--- config.mk ---
export PLATFORM = sky130hd
export DESIGN_NAME = ffd_write_arbiter
export DESIGN_NICKNAME = d
export VERILOG_FILES = /design/src/rtl/ffd_arb_pkg.sv /design/src/rtl/ffd_write_arbiter_rr_pick.sv /design/src/rtl/ffd_write_arbiter.sv
export SDC_FILE = /design/constraint.sdc
export NUM_CORES = 1
export LEC_CHECK = 0
export BUFFER_PORTS_ARGS = -buffer_cell sky130_fd_sc_hd__buf_2
export CAP_MARGIN = 20
export CORE_UTILIZATION = 25
export CTS_CLUSTER_DIAMETER = 40
export CTS_CLUSTER_SIZE = 20
export DETAILED_ROUTE_END_ITERATION = 7
export SKIP_LAST_GASP = 1
export SLEW_MARGIN = 10
export SYNTH_ARGS = -nofsm -noshare
export SYNTH_HDL_FRONTEND = slang
export SYNTH_HIERARCHICAL = 1
export SYNTH_SLANG_ARGS = --single-unit
--- constraint.sdc ---
create_clock -name clock -period 2.61 [get_ports clock]
set_input_delay 0.3915 -clock clock [delete_from_list [all_inputs] [get_ports clock]]
set_output_delay 0.3915 -clock clock [all_outputs]
set_load 0.01 [all_outputs]
--- src/rtl/ffd_arb_pkg.sv ---
// Shared types and default sizing for the round-robin write arbiter
// that owns the lab's shared flip-flop register.
package ffd_arb_pkg;

  typedef enum logic {
    IDLE  = 1'b0,
    GRANT = 1'b1
  } state_t;

  localparam int DEFAULT_WIDTH = 4;
  localparam int DEFAULT_NREQ  = 3;

endpackage

--- src/rtl/ffd_write_arbiter_rr_pick.sv ---
// Combinational round-robin picker: finds the first set request after the
// pointer, wrapping modulo NREQ, and reports it one-hot and as an index.
module rr_pick #(
  parameter int NREQ = 3,
  parameter int PTRW = 2
) (
  input  logic [NREQ-1:0] i_req,
  input  logic [PTRW-1:0] i_ptr,
  output logic [NREQ-1:0] o_onehot,
  output logic [PTRW-1:0] o_idx
);

  logic            w_found;
  logic [PTRW-1:0] w_cand;

  // Search ptr+1, ptr+2, ... so the last-served requester is checked last.
  always_comb begin
    w_found  = 1'b0;
    w_cand   = '0;
    o_onehot = '0;
    o_idx    = '0;
    for (int k = 1; k <= NREQ; k++) begin
      w_cand = PTRW'((int'(i_ptr) + k) % NREQ);
      if (!w_found && i_req[w_cand]) begin
        w_found  = 1'b1;
        o_idx    = w_cand;
        o_onehot = NREQ'(1) << w_cand;
      end
    end
  end

endmodule

--- src/rtl/ffd_write_arbiter.sv ---
// Round-robin write controller sharing one WIDTH-bit register among NREQ
// requesters; synchronous clear/set commands override arbitration.
module ffd_write_arbiter
  import ffd_arb_pkg::*;
#(
  parameter int WIDTH = DEFAULT_WIDTH,
  parameter int NREQ  = DEFAULT_NREQ
) (
  input  logic                  clock,
  input  logic                  RST,
  input  logic [NREQ-1:0]       req,
  input  logic [NREQ*WIDTH-1:0] wdata,
  input  logic                  st,
  input  logic                  clr,
  output logic [WIDTH-1:0]      Q,
  output logic [NREQ-1:0]       gnt,
  output logic [NREQ-1:0]       ack,
  output logic                  busy
);

  localparam int PTRW = (NREQ > 1) ? $clog2(NREQ) : 1;

  state_t          r_state;
  logic [WIDTH-1:0] r_q;
  logic [NREQ-1:0]  r_gnt;
  logic [NREQ-1:0]  r_ack;
  logic [PTRW-1:0]  r_ptr;
  logic [PTRW-1:0]  r_winIdx;

  logic [NREQ-1:0]  w_pickOnehot;
  logic [PTRW-1:0]  w_pickIdx;
  logic [WIDTH-1:0] w_selData;
  logic             w_cmd;
  logic             w_stillReq;

  rr_pick #(
    .NREQ (NREQ),
    .PTRW (PTRW)
  ) u_pick (
    .i_req    (req),
    .i_ptr    (r_ptr),
    .o_onehot (w_pickOnehot),
    .o_idx    (w_pickIdx)
  );

  assign w_selData  = wdata[int'(r_winIdx)*WIDTH +: WIDTH];
  assign w_cmd      = clr | st;
  assign w_stillReq = |(req & r_gnt);

  // Commands win over any pending write; a withdrawn request aborts the same
  // way. The pointer only moves when a write actually lands.
  always_ff @(posedge clock or negedge RST) begin
    if (!RST) begin
      r_state  <= IDLE;
      r_q      <= '0;
      r_gnt    <= '0;
      r_ack    <= '0;
      r_ptr    <= PTRW'(NREQ - 1);
      r_winIdx <= '0;
    end else begin
      r_ack <= '0;
      if (clr) begin
        r_q <= '0;
      end else if (st) begin
        r_q <= '1;
      end
      if (w_cmd) begin
        r_gnt   <= '0;
        r_state <= IDLE;
      end else begin
        case (r_state)
          IDLE: begin
            if (|req) begin
              r_gnt    <= w_pickOnehot;
              r_winIdx <= w_pickIdx;
              r_state  <= GRANT;
            end
          end
          GRANT: begin
            r_gnt   <= '0;
            r_state <= IDLE;
            if (w_stillReq) begin
              r_q   <= w_selData;
              r_ack <= r_gnt;
              r_ptr <= r_winIdx;
            end
          end
          default: begin
            r_gnt   <= '0;
            r_state <= IDLE;
          end
        endcase
      end
    end
  end

  assign Q    = r_q;
  assign gnt  = r_gnt;
  assign ack  = r_ack;
  assign busy = (r_state == GRANT);

endmodule

==> metrics.md <==
| Metric | Value |
|---|---|
| Yosys top cell area share | `0.3487` |
| Metal2 WL | `about 1000 um` |
| Wirelength, routed | `approximately 2100 um` |
| EDFF count, synth | `0` |
| P_int | `between 400 and 500 uW` |
| Seq pwr share | `0.421` |
| Hold crit path type | `input pin to asynchronous set/reset pin` |
| CP Class | `register to register` |
| Hold Buf Count CTS | `0` |
| Stages on worst setup path | `7` |
| Core Util, Final | `0.3319` |
| Root buffer cell | `clkbuf_8` |
| Post-route ant nets | `0` |
| Seq. cell area | `376.6 sq um` |
| Final cycle utilization of the critical path | `0.8011` |
| Vias per cell | `5.083` |
| GRT Util Overall | `0.1144` |
| LEAKAGE | `0.5524 nW` |
| WL/cell | `around 13 um` |
| Clock network power share | `0.273` |
| CP Launch Type | `register` |
| Fin nets | `between 100 and 150` |
| Clock transition at path regs | `0.06 ns` |
| Depth of the most critical reg-to-reg path | `7` |
| RSZ-0062 raised after global routing | `false` |
| Combinational Power Share | `0.306` |
| Initial antenna violation count | `0` |
| Initial Util | `0.2684` |
| Setup_tns | `0 ns` |
| Largest net degree at the start of global routing | `16` |
| Inserted Diodes | `0` |
| Routability congestion estimate | `about 0.78` |
| Synth top area cells | `dfrtp_1 (35%), mux2i_1 (7.0%), ha_1 (5.0%)` |
| Delay-heaviest family, CP | `adder cells` |
| Synth cell types | `36` |
| CTS Sinks | `15` |
| Worst slew pin tran | `0.6380 ns` |
| Crit Path Max Fanout | `11` |
| Switching pwr | `approximately 220 uW` |
| Area added between synthesis and finish | `23.66%` |
| CP peak stage delay | `around 0.44 ns` |
| Final setup skew | `about 0.0021 ns` |
| Post-Syn Instances | `91` |
| Via count | `approximately 860` |
| CTS Buffer Depth | `2` |
| Max_cap viols | `0` |
| CTS buffer count | `3` |
| WHS | `0.03891 ns` |
| Avg Inst Size Synth | `11.04 sq um` |
| First-pass GRT wire length | `3774 um` |
| Clock Latency Late Sink | `about 0.25 ns` |
| Slowest stage cell, crit path | `ha_1` |
| Post-synthesis sequential area ratio | `0.3748` |
| Synth Net Count | `roughly 110` |
| Total gr overflow | `0` |
| Die area | `approximately 0.0043 sq mm` |
| Critical path buffers and inverters | `1` |
| Final Hold Viols | `0` |
| Fillers | `396` |
| Row count | `22` |
| Vias in the first global route | `~870` |
| Critical Path, Cell by Cell | `inv_1, ha_1, nor2b_1, nand2_1, o21ai_0, mux2_2, a22o_1` |
| Max layer used | `met4` |
| Post-synthesis cell area | `~0.0010 sq mm` |
| Slew Limit Fails | `0` |
| CP arrival | `about 2.2 ns` |
| Share of cells above drive strength 1 | `0.3719` |
| Post-cts resize count | `0` |
| Met3 wire length | `between 100 and 150 um` |
| Setup violations, final | `0` |
| Port Buffers | `29` |
| Fmax achieved | `0.4783 GHz` |
| Power Density | `556.9 mW/mm^2` |
| CP endpoint kind | `register` |
| Total number of yosys warnings | `6` |
| Commonest non-fill, non-tap cells in the layout | `buf_2 (29), dfrtp_1 (14), mux2i_1 (7)` |
| Peak supply drop | `0.0002545 V` |
| Commonest non-fill, non-tap cell in the layout | `buf_2` |
| Iter 0 DRT Violations | `40` |
| Outcome | `complete, no violations` |
| Area leader, netlist | `dfrtp_1` |
| Minimum clock period | `around 2.1 ns` |
| DRT met1 WL | `between 900 and 1000 um` |
| Top_reg_cell synth | `dfrtp_1` |
| Synth async-reset ratio | `1.000` |
| Max-slew headroom | `0.5747` |
| DP Wirelength | `between 1500 and 2000 um` |
| Number of remaining DRC errors | `0` |
| CTS tree | `done` |
| Pre-antenna DRT Iters | `4` |
| Core Box Area | `0.003744 sq mm` |
| Die H | `65.40 um` |
| FF+latch count, synth | `15` |
| Post-CTS Setup Bufs | `0` |
| DIE WIDTH | `approximately 65 um` |
| Req. time, crit path | `approximately 2.8 ns` |
| Sw Ratio | `0.3172` |
| Area occupied by multi-input gates | `603.1 sq um` |
| IO Count | `30` |
| H-tree depth | `1` |
[Yosys cell counts, types with 2 or more instances]
master and number:
and2_1 3, mux2_1 2, nor2b_1 4, mux2i_1 7
a2111oi_1 3, a22o_1 3, buf_2 2, mux2_4 2
nand2_1 3, ha_1 4, o21ai_0 5, nor2_1 3
nor3b_2 4, o211ai_1 2, a2bb2oi_1 4, inv_1 3
nor3_1 5, dfrtp_1 14
[per-layer routing]
metal  GRT usage  vias up
li1            -      415
met1      0.1410      405
met2      0.1894       36
met3     0.02083        3
met4     0.05707        0
met5           0        -
[power by group through the flow]
stage | clock network [mW] | registers, mW | logic (mW)
2_1_floorplan | 0 | 0.282 | 0.165
3_3_place_gp | 0 | 0.294 | 0.208
3_5_place_dp | 0 | 0.297 | 0.213
4_1_cts | 0.193 | 0.293 | 0.215
5_1_grt | 0.208 | 0.297 | 0.236
6_report | 0.189 | 0.291 | 0.212
[flip-flops by register name (all words and copies together) (netlist names)]
register and cells:
gnt 3, ack 3, Q 4, r_winIdx 2, r_ptr 2, busy 1
[final timing paths]
check	from	to	slack, ns
worst max register to register	r_ptr[0]	gnt[0]	0.52
worst min register to register	gnt[2]	ack[2]	0.56
max in group asynchronous	RST	r_ptr[1]	2.27
worst min-delay path	RST	Q[0]	0.04
worst max-delay path	r_ptr[0]	gnt[0]	0.52
min in group clock	clr	Q[2]	0.41
[kinds of logic (layout without fill, tap and decap cells)]
logic type | Yosys count | count (layout) | synth area share
fa+ha+maj | 4 | 4 | 0.04982
mux | 12 | 12 | 0.1333
compound gates | 24 | 24 | 0.1955
flops | 15 | 15 | 0.3749
buf+inv | 6 | 36 | 0.02490
simple gates | 30 | 30 | 0.2217
[final cells by class]
| type | instances | area share |
|---|---|---|
| timing repair buffer | 29 | 0.1168 |
| multi-input combinational | 70 | 0.4854 |
| tap | 48 | 0.04834 |
| sequential | 15 | 0.3031 |
| clock buffer | 3 | 0.03323 |
| inverter | 3 | 0.009063 |
| clock inverter | 1 | 0.004028 |
[stage by stage]
step	power, mW	cells	area (sq um)	setup WS, ns
2_1_floorplan	0.4467	91	1005	0.7208
3_3_place_gp	0.5024	165	1196	0.6215
3_5_place_dp	0.5099	165	1196	0.5254
4_1_cts	0.7006	169	1242	0.5162
5_1_grt	0.7409	169	1242	0.3325
6_report	0.6919	169	1242	0.5190
[worst register-to-register path, delay by kind of cell, from the launching register on]
kind / cells / cell delay (ns)
adders and majority gates: 1 / 0.45
DFF: 1 / 0.40
muxes: 1 / 0.39
AOI/OAI and AO/OA: 2 / 0.37
and+or+nand+nor: 2 / 0.30
buffers and inverters: 1 / 0.08
Note: power is estimated with default switching activity, not from simulation.
